--- config.mk ---
export PLATFORM = sky130hd
export DESIGN_NAME = serial_adder_nbit
export DESIGN_NICKNAME = d
export VERILOG_FILES = /design/src/rtl/serial_adder_nbit.sv
export SDC_FILE = /design/constraint.sdc
export NUM_CORES = 1
export LEC_CHECK = 0
export ABC_AREA = 1
export ABC_CLOCK_PERIOD_IN_PS = 2000
export CAP_MARGIN = 10
export CORE_ASPECT_RATIO = 0.7
export CORE_MARGIN = 2
export CORE_UTILIZATION = 50
export CTS_BUF_LIST = sky130_fd_sc_hd__clkbuf_16
export DETAILED_ROUTE_END_ITERATION = 10
export PLACE_DENSITY_LB_ADDON = 0.1
export SYNTH_ARGS = -nofsm -noshare
export SYNTH_HDL_FRONTEND = slang
export SYNTH_SLANG_ARGS = --single-unit
--- constraint.sdc ---
create_clock -name clk -period 2 [get_ports clk]
set_clock_uncertainty 0.2 [all_clocks]
set_input_delay 0.4 -clock clk [delete_from_list [all_inputs] [get_ports clk]]
set_output_delay 0.4 -clock clk [all_outputs]
set_load 0.01 [all_outputs]
--- src/rtl/serial_adder_nbit.sv ---
// Bit-serial WIDTH-bit adder/subtractor: one full-adder slice, registered carry,
// LSB-first, with registered sum/cout/overflow and a one-cycle done pulse.
module serial_adder_nbit #(
  parameter int WIDTH = 8
) (
  input  logic             clk,
  input  logic             rst,
  input  logic             start,
  input  logic             sub,
  input  logic             cin,
  input  logic [WIDTH-1:0] a,
  input  logic [WIDTH-1:0] b,
  output logic             busy,
  output logic             done,
  output logic [WIDTH-1:0] sum,
  output logic             cout,
  output logic             overflow
);

  localparam int CW = (WIDTH > 1) ? $clog2(WIDTH) : 1;

  typedef enum logic [1:0] {IDLE, RUN, DONE} state_t;

  state_t           state_q;
  logic [WIDTH-1:0] aSh_q, bSh_q, work_q, sum_q;
  logic [CW-1:0]    cnt_q;
  logic             carry_q, busy_q, done_q, cout_q, ovf_q;

  logic             bitSum, bitCarry;
  logic [WIDTH-1:0] work_d;

  always_comb begin
    bitSum   = aSh_q[0] ^ bSh_q[0] ^ carry_q;
    bitCarry = (aSh_q[0] & bSh_q[0]) | (aSh_q[0] & carry_q) | (bSh_q[0] & carry_q);
    work_d   = work_q >> 1;
    work_d[WIDTH-1] = bitSum;
  end

  // On the last bit carry_q is the carry into the MSB (the initial carry when
  // WIDTH=1), so overflow needs no separate carry_into_msb register.
  always_ff @(posedge clk or posedge rst) begin
    if (rst) begin
      state_q <= IDLE;
      aSh_q   <= '0;
      bSh_q   <= '0;
      work_q  <= '0;
      sum_q   <= '0;
      cnt_q   <= '0;
      carry_q <= 1'b0;
      busy_q  <= 1'b0;
      done_q  <= 1'b0;
      cout_q  <= 1'b0;
      ovf_q   <= 1'b0;
    end else begin
      case (state_q)
        RUN: begin
          aSh_q   <= aSh_q >> 1;
          bSh_q   <= bSh_q >> 1;
          carry_q <= bitCarry;
          work_q  <= work_d;
          cnt_q   <= cnt_q - 1'b1;
          if (cnt_q == '0) begin
            sum_q   <= work_d;
            cout_q  <= bitCarry;
            ovf_q   <= carry_q ^ bitCarry;
            busy_q  <= 1'b0;
            done_q  <= 1'b1;
            state_q <= DONE;
          end
        end
        default: begin
          done_q <= 1'b0;
          if (start) begin
            aSh_q   <= a;
            bSh_q   <= sub ? ~b : b;
            carry_q <= sub ? 1'b1 : cin;
            cnt_q   <= CW'(WIDTH - 1);
            busy_q  <= 1'b1;
            state_q <= RUN;
          end else begin
            busy_q  <= 1'b0;
            state_q <= IDLE;
          end
        end
      endcase
    end
  end

  assign busy     = busy_q;
  assign done     = done_q;
  assign sum      = sum_q;
  assign cout     = cout_q;
  assign overflow = ovf_q;

endmodule

Word-level counts from Yosys, hierarchy flattened
Index checks and enable logic that the tools add are counted.
{ "word_totals": {"input_bits": 21, "word_cells": 44, "reg_bits": 42, "out_inout_bits": 12} }
{ "op_classes": {"add_sub_neg": 1, "bitwise": 9, "mux": 18, "eq_ne": 2, "n_reduce_logical": 3} }
{ "ops": {"columns": ["operator", "n"], "rows": [
  ["$mux W8", 5],
  ["$mux W1", 9],
  ["$not A8 Y8", 1],
  ["$mux W3", 2],
  ["$mux W2", 2],
  ["$and A1 B1 Y1", 3],
  ["$logic_not A3 Y1", 1],
  ["$sub A3 B1 Y3 const B", 1],
  ["$xor A1 B1 Y1", 3],
  ["$eq A2 B1 Y1 const B", 1],
  ["$ne A2 B2 Y1 const B", 1],
  ["$or A1 B1 Y1", 2],
  ["$reduce_and A2 Y1", 1],
  ["$reduce_bool A2 Y1", 1]
]} }

Longest topological paths before layout
Gate-level depths: netlist (run 1).
{ "logic_depth": {"depth_word": 4, "depth_mapped": 8, "ltp_nobuf": 7} }

Worst setup path after synthesis (run 1)
No wires, ideal clock.
{ "synth_path": {"kind": "register to register", "startpoint": "reg aSh_q[0]", "endpoint": "reg ovf_q (netlist: overflow)", "t_arrival_ns": 1.099, "n_path_buf": 0, "required_time_ns": 1.683, "path_slack_ns": 0.584, "stages_incl_launch_ff": 5, "setup_time_ns": 0.117, "path_cell_list": "dfrtp_1 -> fa_1 -> xor2_1 -> nand2_1 -> nand2_1"} }
{ "synth_between": {"elab_chain_cells": 4} }
{ "synth_lines": {"columns": ["item", "line_no", "text"], "rows": [
  ["start, declared", "25", "logic [WIDTH-1:0] aSh_q, bSh_q, work_q, sum_q;"],
  ["start signal, assigned", "57", "aSh_q <= aSh_q >> 1;"],
  ["$and A1 B1 Y1", "34", "bitCarry = (aSh_q[0] & bSh_q[0]) | (aSh_q[0] & carry_q) | (bSh_q[0] & carry_q);"],
  ["$or A1 B1 Y1 * (2 in a row)", "34", null],
  ["named net bitCarry", "29", "logic bitSum, bitCarry;"],
  ["$xor A1 B1 Y1 *", "65", "ovf_q <= carry_q ^ bitCarry;"],
  ["end signal, assigned", "65", null],
  ["end, declared", "27", "logic carry_q, busy_q, done_q, cout_q, ovf_q;"]
]} }
The timed path passes the listed nets; every way through them passes the cells marked *.
A chain may end at the register's enable or synchronous reset.

==> results of run 1 <==
==> logic make-up (layout without fill, tap and decap cells) <==
logic type,Yosys count,count (layout)
AND/OR/NAND/NOR,127,127
AO/OA/AOI/OAI,17,17
buffers and inverters,33,72
adder cells (fa/ha/maj),3,3
flip-flops,39,39
XOR/XNOR,2,2
==> through the flow <==
| stage | utilization [%] | hold slack, ns | power [mW] | setup slack (ns) | instances |
|---|---|---|---|---|---|
| floorplan | - | 0.242 | 2.05 | 0.511 | 221 |
| global placement | 63.0 | 0.256 | 2.48 | 0.254 | 302 |
| detailed placement | 63.0 | 0.265 | 2.51 | 0.213 | 302 |
| CTS | 67.8 | 0.279 | 3.41 | 0.147 | 310 |
| global route | 67.8 | 0.297 | 3.67 | 0.0915 | 310 |
| finish | 67.8 | 0.276 | 3.38 | 0.149 | 310 |
==> power by group <==
| part | leakage, nW | internal, mW | total [mW] | switching, mW |
|---|---|---|---|---|
| Combinational | 0.629 | 0.536 | 1.20 | 0.660 |
| Sequential | 0.499 | 1.11 | 1.29 | 0.184 |
| Clock | 0.0818 | 0.587 | 0.887 | 0.299 |
| Total | 1.21 | 2.23 | 3.38 | 1.14 |
==> area by class of cell <==
cell class | count | area [um2]
Inverter | 25 | 93.8
Timing Repair Buffer | 39 | 385
Clock buffer | 5 | 125
Tap cell | 50 | 62.6
Fill cell | 308 | 1120
Clock inverter | 3 | 42.5
Multi-Input combinational cell | 149 | 683
Sequential cell | 39 | 976
==> Yosys cell counts, drive strengths merged <==
library cell and instances:
buf 7, dfrtp 39, nand2 87, o21ai 15, nand3 35, nor2 4, ha 2, clkbuf 1
a21oi 1, or2 1, o21a 1, inv 25, fa 1, xor2 2
==> state kept, by name, indices dropped and copies added (netlist names) <==
register,count
aSh_q,8
bSh_q,8
carry_q,1
cnt_q,3
cout,1
overflow,1
state_q,2
sum,8
work_q,7
==> per-layer routing <==
metal,vias up,share of wire (%)
li1,770,-
met1,685,54
met2,26,40
met3,6,4.6
met4,0,1.7
met5,-,0
==> how the worst max path moves through the flow <==
stage	start	end	slack, ns	depth (start not counted)
finish	state_q[1]	done	0.15	1
global route	state_q[1]	done	0.09	1
CTS	state_q[1]	done	0.15	1
detailed placement	start	bSh_q[5]	0.21	6
global placement	start	aSh_q[6]	0.25	6
floorplan	rst	aSh_q[0]	0.51	1
==> reports/results.md, run 1 <==
| Parameter | Reported | Unit |
|---|---|---|
| Sink count of the clock tree | 39 | - |
| Relative area change from synthesis to final layout | 31.5 | % |
| Buf/Inv on CP | 1 | - |
| Global Route met1 Usage | 31.0 | % |
| Kind of end point of the critical path | output pin | - |
| Hold-critical path endpoint | sum[0] | - |
| Clk Tree Root Cell | sky130_fd_sc_hd__clkbuf_16 | - |
| Placement Cell Area | 2200 | um2 |
| CTS tree | built | - |
| Later-pin clock latency in the skew report | 0.28 | ns |
| H-tree level count | 2 | - |
| Worst reg2reg path depth | 4 | - |
| FF+latch count, synth | 39 | - |
| GR Util met2 | 28.3 | % |
| Die Wd | 75.7 | um |
| Power density relative to cell area | 1430 | nW/um2 |
| TNS Setup | 0 | ns |
| Yosys top cell area share | 54.2 | % |
| Total Wirelength | 3570 | um |
| Iteration-0 DRC count of the detailed router | 89 | - |
| Worst vdd rail ir drop | 0.000767 | V |
| # hold bufs at CTS | 0 | - |
| Largest net degree at the start of global routing | 40 | - |
| Number of buffers between clock root and the deepest sink | 2 | - |
| Dominant combinational cell family by area after synthesis | simple AND/OR/NAND/NOR gates | - |
| Library cell with the largest summed area after synthesis | sky130_fd_sc_hd__dfrtp_1 | - |
| Worst hold start | work_q[1] | - |
| Startpoint kind of the worst setup timing path | flip-flop | - |
| Worst Hold Depth | 2 | - |
| Die H | 54.2 | um |
| Diode count | 0 | - |
| Cell area after synthesis | 1800 | um2 |
| HP Class | flip-flop to flip-flop | - |
| Synthesis Warnings | 0 | - |
| Unrepaired setup endpoints after global routing | no | - |
| Top cells by area in the synthesized netlist | sky130_fd_sc_hd__dfrtp_1, sky130_fd_sc_hd__nand2_1, sky130_fd_sc_hd__nand3_1 | - |
| Total clock buffers created by CTS | 5 | - |
| Simple-gate share of the synthesized area | 29.6 | % |
| Via count of the routed design | 1487 | - |
| Remaining design rule violation count | 0 | - |
| Area inside the core boundary | 3490 | um2 |
| Half-perimeter wire length of the detailed placement result | 2540 | um |
| Status | finished, final reports clean | - |
| Setup violators final | 0 | - |
| Wire length of the first global-routing pass | 6160 | um |
| Worst path cell trace | clkdlybuf4s50_1 | - |
| Worst R2R Setup Slack | 0.47 | ns |
| Starting Density | 51.6 | % |
| Number of rows in the core area | 18 | - |
| Terminus of the critical flop-to-flop path | overflow | - |
| Shortest period the worst path allows | 1.85 | ns |
| Most common library cell in the layout ignoring fill and taps | sky130_fd_sc_hd__nand2_1 | - |
| Count of max-cap constraint violations | 0 | - |
| Count of input and output buffers | 32 | - |
| Total GRT Usage | 21.0 | % |
| Via count of the first global-routing pass | 1351 | - |
| Synthesized-area fraction occupied by xor and xnor cells | 0.973 | % |
| Peak-usage layer in the global routing report | met1 | - |
| Max Freq | 540 | MHz |
| # IOs | 33 | - |
| Grt total ovfl | 0 | - |
| Worst Max-Slew Pin Slew | 0.305 | ns |
| Type of the setup path with the least slack | flip-flop to output pin | - |
| GRT met3 Usage | 5.81 | % |
| Largest driver fanout on the critical path | 3 | - |
| Quantity of gates resized following cts | 0 | - |
| Final weighted congestion in routability-driven placement | 0.767 | - |
| Per-cell routed wire length | 11.5 | um |
| Number of optimization iterations in the first detailed-route pass | 6 | - |
| Unique masters post-synth | 20 | - |
| Number of nets still failing antenna checks after routing | 0 | - |
| Cell area after layout | 2370 | um2 |
| Share of the synthesized area in compound gates (AO/OA/AOI/OAI) | 4.86 | % |
| Crit path largest cell delay | 0.56 | ns |
| Adder-cell area share of the yosys netlist | 2.50 | % |
| Die Footprint | 4100 | um2 |
| Share of the yosys chip area belonging to registers | 54.2 | % |
| Required time reported for the critical path endpoint | 1.40 | ns |
| LEAKAGE | 1.21 | nW |
| Cell count after synthesis | 221 | - |
| WP data arrival | 1.25 | ns |
| Total nets after synthesis | 245 | - |
| Count of final hold-check violations | 0 | - |
| R2R Path Start | aSh_q[0] | - |
| Final net count | 283 | - |
| Max-slew headroom | 79.6 | % |
| Syn_area_per_cell | 8.15 | um2 |
| Share of post-route cells with drive strength above 1 | 6.92 | % |
| Top library cells by usage in the layout, fill and taps aside | sky130_fd_sc_hd__nand2_1, sky130_fd_sc_hd__dfrtp_1, sky130_fd_sc_hd__nand3_1 | - |
| Total count of max-transition violations in the final report | 0 | - |
| Post-CTS Setup Repair Bufs | 0 | - |
| Critical Path Slowest Stage Cell | sky130_fd_sc_hd__clkdlybuf4s50_1 | - |
| Clock transition time at the flip-flop clock pins of the worst setup and hold paths | 0.06 | ns |
| Dominant delay contributor by cell family on the critical path | buffers and inverters | - |
| Antenna violations before repair | 0 | - |
| Post-detailed-route via-to-cell ratio | 4.80 | - |
| Fraction of the cycle the final worst path needs | 92.6 | % |
| Post-synthesis mux area share | 0 | % |
(Power assumes the default switching activity.)
==> run 2, diff against run 1 <==
Settings changed: REMOVE_ABC_BUFFERS set to 1.
==> run 2 against run 1 <==
Effect of this change: sequential share of layout area increased by 0.55 points; die area is the same; routed wire length fell by 0.45%; first-iteration DRC count shrank 18%; critical path type unchanged; critical endpoint unchanged; largest power group unchanged.
==> reports/results.md, run 2 (synthesized netlist as in run 1, its figures left out) <==
| Parameter | Reported | Unit |
|---|---|---|
| Status | finished, final reports clean | - |
| Antenna violations before repair | 0 | - |
| Number of buffers between clock root and the deepest sink | 2 | - |
| Worst-case hold slack | 0.266 | ns |
| Via count of the first global-routing pass | 1382 | - |
| Worst Hold Depth | 2 | - |
| Total GRT Usage | 20.8 | % |
| Largest driver fanout on the critical path | 3 | - |
| Post-CTS Setup Repair Bufs | 0 | - |
| Kind of end point of the critical path | output pin | - |
| LEAKAGE | 1.20 | nW |
| Setup violators final | 0 | - |
| Diode count | 0 | - |
| Relative area change from synthesis to final layout | 29.8 | % |
| HP Class | flip-flop to flip-flop | - |
| Quantity of gates resized following cts | 0 | - |
| Layout filler cell count | 310 | - |
| Die Footprint | 4100 | um2 |
| Count of final hold-check violations | 0 | - |
| TNS Setup | 0 | ns |
| Wire length of the first global-routing pass | 6160 | um |
| H-tree level count | 2 | - |
| M1 WL | 1750 | um |
| Worst R2R Setup Slack | 0.39 | ns |
| Via count of the routed design | 1509 | - |
| Grt total ovfl | 0 | - |
| Largest net degree at the start of global routing | 40 | - |
| Worst path cell trace | clkdlybuf4s50_1 | - |
| Area inside the core boundary | 3490 | um2 |
| Max-slew headroom | 71.2 | % |
| Met3 wirelength from detailed routing | 163 | um |
| Per-cell routed wire length | 11.5 | um |
| Max layer used | met4 | - |
| Final net count | 283 | - |
| Power density relative to cell area | 1370 | nW/um2 |
| Die Wd | 75.7 | um |
| CTS tree | built | - |
| # IOs | 33 | - |
| Hold-critical path endpoint | sum[0] | - |
| Startpoint kind of the worst setup timing path | flip-flop | - |
| Buf/Inv on CP | 1 | - |
| Later-pin clock latency in the skew report | 0.28 | ns |
| Number of nets still failing antenna checks after routing | 0 | - |
| Met2 wire len | 1600 | um |
| Die H | 54.2 | um |
| # hold bufs at CTS | 0 | - |
| Clk Tree Root Cell | sky130_fd_sc_hd__clkbuf_16 | - |
| R2R Path Start | state_q[1] | - |
| Worst hold start | work_q[1] | - |
| Total count of max-transition violations in the final report | 0 | - |
| Remaining design rule violation count | 0 | - |
| Dominant delay contributor by cell family on the critical path | buffers and inverters | - |
| Unrepaired setup endpoints after global routing | no | - |
| Total clock buffers created by CTS | 5 | - |
| Clock transition time at the flip-flop clock pins of the worst setup and hold paths | 0.05 | ns |
| Count of max-cap constraint violations | 0 | - |
| Sink count of the clock tree | 39 | - |
| Max Freq | 538 | MHz |
| Number of optimization iterations in the first detailed-route pass | 4 | - |
| Critical Path Slowest Stage Cell | sky130_fd_sc_hd__clkdlybuf4s50_1 | - |
| Iteration-0 DRC count of the detailed router | 73 | - |
| Worst Max-Slew Pin Slew | 0.432 | ns |
| Share of post-route cells with drive strength above 1 | 6.15 | % |
| Type of the setup path with the least slack | flip-flop to output pin | - |
| Worst vdd rail ir drop | 0.000798 | V |
| Half-perimeter wire length of the detailed placement result | 2510 | um |
| Crit path largest cell delay | 0.56 | ns |
| Most common library cell in the layout ignoring fill and taps | sky130_fd_sc_hd__nand2_1 | - |
| Starting Density | 51.6 | % |
| Final weighted congestion in routability-driven placement | 0.784 | - |
| Worst reg2reg path depth | 5 | - |
| Number of rows in the core area | 18 | - |
| Terminus of the critical flop-to-flop path | overflow | - |
| Shortest period the worst path allows | 1.86 | ns |
| Total Wirelength | 3550 | um |
| Count of input and output buffers | 32 | - |
| Post-detailed-route via-to-cell ratio | 4.87 | - |
| Required time reported for the critical path endpoint | 1.40 | ns |
| Fraction of the cycle the final worst path needs | 92.9 | % |
| Top library cells by usage in the layout, fill and taps aside | sky130_fd_sc_hd__nand2_1, sky130_fd_sc_hd__dfrtp_1, sky130_fd_sc_hd__nand3_1 | - |
| WP data arrival | 1.26 | ns |
==> run 2: report_power, final <==
part | internal (mW) | switching (mW)
clock | 0.448 | 0.280
sequential | 1.11 | 0.182
combinational | 0.532 | 0.659
total | 2.09 | 1.12
==> run 2: final cells by class <==
class	count	area [um2]	share of cell area, %
Tap cell	50	62.6	2.68
Sequential cell	39	976	41.8
Clock buffer	5	125	5.35
Timing Repair Buffer	39	385	16.5
Inverter	25	93.8	4.01
Multi-Input combinational cell	149	683	29.2
Clock inverter	3	11.3	0.482
==> run 2: through the flow <==
| stage | setup WS (ns) | util, % | cells | power (mW) | cell area [um2] |
|---|---|---|---|---|---|
| floorplan | 0.248 | - | 213 | 1.99 | 1750 |
| global placement | 0.203 | 63.0 | 302 | 2.47 | 2200 |
| detailed placement | 0.190 | 63.0 | 302 | 2.50 | 2200 |
| CTS | 0.136 | 67.0 | 310 | 3.25 | 2340 |
| global route | 0.109 | 67.0 | 310 | 3.50 | 2340 |
| finish | 0.142 | 67.0 | 310 | 3.21 | 2340 |
==> run 2: worst max path at each step <==
stage,start,to,slack [ns],depth (start not counted)
floorplan,state_q[1],cnt_q[1],0.25,4
global placement,start,aSh_q[2],0.20,6
detailed placement,start,bSh_q[1],0.19,6
CTS,state_q[1],done,0.14,1
global route,state_q[1],done,0.11,1
finish,state_q[1],done,0.14,1
==> run 2: routing by layer <==
| layer | up-vias | global-route usage (%) |
|---|---|---|
| met5 | - | 0 |
| met4 | 0 | 7.89 |
| met3 | 6 | 5.06 |
| met2 | 29 | 31.2 |
| met1 | 708 | 29.5 |
| li1 | 766 | - |
==> run 3, diff against run 2 <==
Settings changed: CORE_UTILIZATION 50 to 51.
==> run 3 against run 2 <==
Effect of this change: cell area unchanged; core utilization increased by 0.88 points; critical path type unchanged; routed wire length decreased by 2.4%; combinational power is essentially flat; global-route usage decreased by 0.90 points; die area fell by 1.8%; non-clock buffer count stayed put; highest routed layer unchanged; largest power group unchanged.
==> reports/results.md, run 3 (synthesized netlist as in run 1, its figures left out) <==
| Parameter | Reported | Unit |
|---|---|---|
| Sink count of the clock tree | 39 | - |
| Total count of max-transition violations in the final report | 0 | - |
| Number of buffers between clock root and the deepest sink | 2 | - |
| Switching component of the power | 1.11 | mW |
| Type of the setup path with the least slack | flip-flop to output pin | - |
| Top library cells by usage in the layout, fill and taps aside | sky130_fd_sc_hd__nand2_1, sky130_fd_sc_hd__dfrtp_1, sky130_fd_sc_hd__nand3_1 | - |
| # IOs | 33 | - |
| Number of nets still failing antenna checks after routing | 0 | - |
| Clk Tree Root Cell | sky130_fd_sc_hd__clkbuf_16 | - |
| # hold bufs at CTS | 0 | - |
| Largest driver fanout on the critical path | 3 | - |
| Worst Max-Slew Pin Slew | 0.322 | ns |
| Number of optimization iterations in the first detailed-route pass | 4 | - |
| Total clock buffers created by CTS | 5 | - |
| Worst reg2reg path depth | 4 | - |
| Dominant delay contributor by cell family on the critical path | buffers and inverters | - |
| Post-placement worst setup slack | 0.193 | ns |
| Post-detailed-route via-to-cell ratio | 4.80 | - |
| Half-perimeter wire length of the detailed placement result | 2480 | um |
| Grt total ovfl | 0 | - |
| Power density relative to cell area | 1370 | nW/um2 |
| Stages on worst setup path | 1 | - |
| Largest net degree at the start of global routing | 40 | - |
| H-tree level count | 2 | - |
| Fin util | 67.8 | % |
| Total Wirelength | 3470 | um |
| LEAKAGE | 1.20 | nW |
| Number of rows in the core area | 18 | - |
| Max-slew headroom | 78.5 | % |
| Relative area change from synthesis to final layout | 29.8 | % |
| WP data arrival | 1.24 | ns |
| Switching part of the total | 34.7 | % |
| Reg power frac | 40.3 | % |
| Startpoint kind of the worst setup timing path | flip-flop | - |
| Die Wd | 75.0 | um |
| TNS Setup | 0 | ns |
| Count of max-cap constraint violations | 0 | - |
| Total internal power | 2.09 | mW |
| Setup violators final | 0 | - |
| Most common library cell in the layout ignoring fill and taps | sky130_fd_sc_hd__nand2_1 | - |
| Shortest period the worst path allows | 1.84 | ns |
| Post-CTS Setup Repair Bufs | 0 | - |
| Final weighted congestion in routability-driven placement | 0.768 | - |
| Combinational cell fraction of total power | 36.9 | % |
| Smallest setup slack after layout | 0.161 | ns |
| Via count of the first global-routing pass | 1321 | - |
| Worst vdd rail ir drop | 0.000942 | V |
| Die H | 53.7 | um |
| Startpoint of the most critical setup path | state_q[1] | - |
| Diode count | 0 | - |
| CTS tree | built | - |
| Quantity of gates resized following cts | 0 | - |
| Required time reported for the critical path endpoint | 1.40 | ns |
| Worst path cell trace | clkdlybuf4s50_1 | - |
| Total GRT Usage | 19.9 | % |
| Remaining design rule violation count | 0 | - |
| Final net count | 283 | - |
| Die Footprint | 4030 | um2 |
| Area inside the core boundary | 3450 | um2 |
| Unrepaired setup endpoints after global routing | no | - |
| Via count of the routed design | 1487 | - |
| Share of post-route cells with drive strength above 1 | 6.15 | % |
| Wire length of the first global-routing pass | 5880 | um |
| Count of input and output buffers | 32 | - |
| Buf/Inv on CP | 1 | - |
| Count of final hold-check violations | 0 | - |
| Fraction of the cycle the final worst path needs | 91.9 | % |
| Per-cell routed wire length | 11.2 | um |
| Clock Power Share | 22.8 | % |
| Crit path largest cell delay | 0.56 | ns |
| Kind of end point of the critical path | output pin | - |
| Starting Density | 52.3 | % |
| Critical Path Slowest Stage Cell | sky130_fd_sc_hd__clkdlybuf4s50_1 | - |
| Iteration-0 DRC count of the detailed router | 75 | - |
| Status | finished, final reports clean | - |
| Max Freq | 544 | MHz |
| Later-pin clock latency in the skew report | 0.28 | ns |
| HP Class | input port to asynchronous set/reset pin | - |
| Clock transition time at the flip-flop clock pins of the worst setup and hold paths | 0.05 | ns |
| Antenna violations before repair | 0 | - |
| R2R Path Start | aSh_q[0] | - |
[run 3: path summary, 6_finish.rpt]
| check | slack, ns | end |
|---|---|---|
| setup reg to reg | 0.50 | overflow |
| max in group asynchronous | 1.13 | cout |
| min in group clk | 0.28 | aSh_q[7] |
| hold reg to reg | 0.28 | aSh_q[7] |
| setup / recovery | 0.16 | done |
| hold / removal | 0.28 | sum[7] |
[run 3: power by group through the flow]
stage | logic (mW) | registers, mW | clock network (mW)
final | 1.18 | 1.29 | 0.730
after global routing | 1.36 | 1.34 | 0.775
after CTS | 1.20 | 1.29 | 0.743
after detailed placement | 1.20 | 1.30 | 0
after global placement | 1.16 | 1.30 | 0
after floorplan | 0.678 | 1.31 | 0
[run 3: metrics by stage]
| stage | hold WS, ns | power (mW) | instance area, um2 | instances |
|---|---|---|---|---|
| floorplan | 0.242 | 1.99 | 1750 | 213 |
| global placement | 0.256 | 2.46 | 2200 | 302 |
| detailed placement | 0.269 | 2.50 | 2200 | 302 |
| CTS | 0.283 | 3.24 | 2340 | 310 |
| global route | 0.299 | 3.47 | 2340 | 310 |
| finish | 0.278 | 3.20 | 2340 | 310 |
[run 3: layout make-up]
cell class,count,area (um2)
Sequential cell,39,976
Timing Repair Buffer,39,385
Inverter,25,93.8
Multi-Input combinational cell,149,683
Fill cell,294,1110
Clock buffer,5,125
Clock inverter,3,11.3
Tap cell,50,62.6
[run 3: per-layer routing]
metal  wire [um]  global-route usage [%]  vias up
met5           0                       0        -
met2        1550                    30.8       23
met3         140                    5.24        7
li1            -                       -      767
met4          52                    7.14        0
met1        1730                    27.3      690
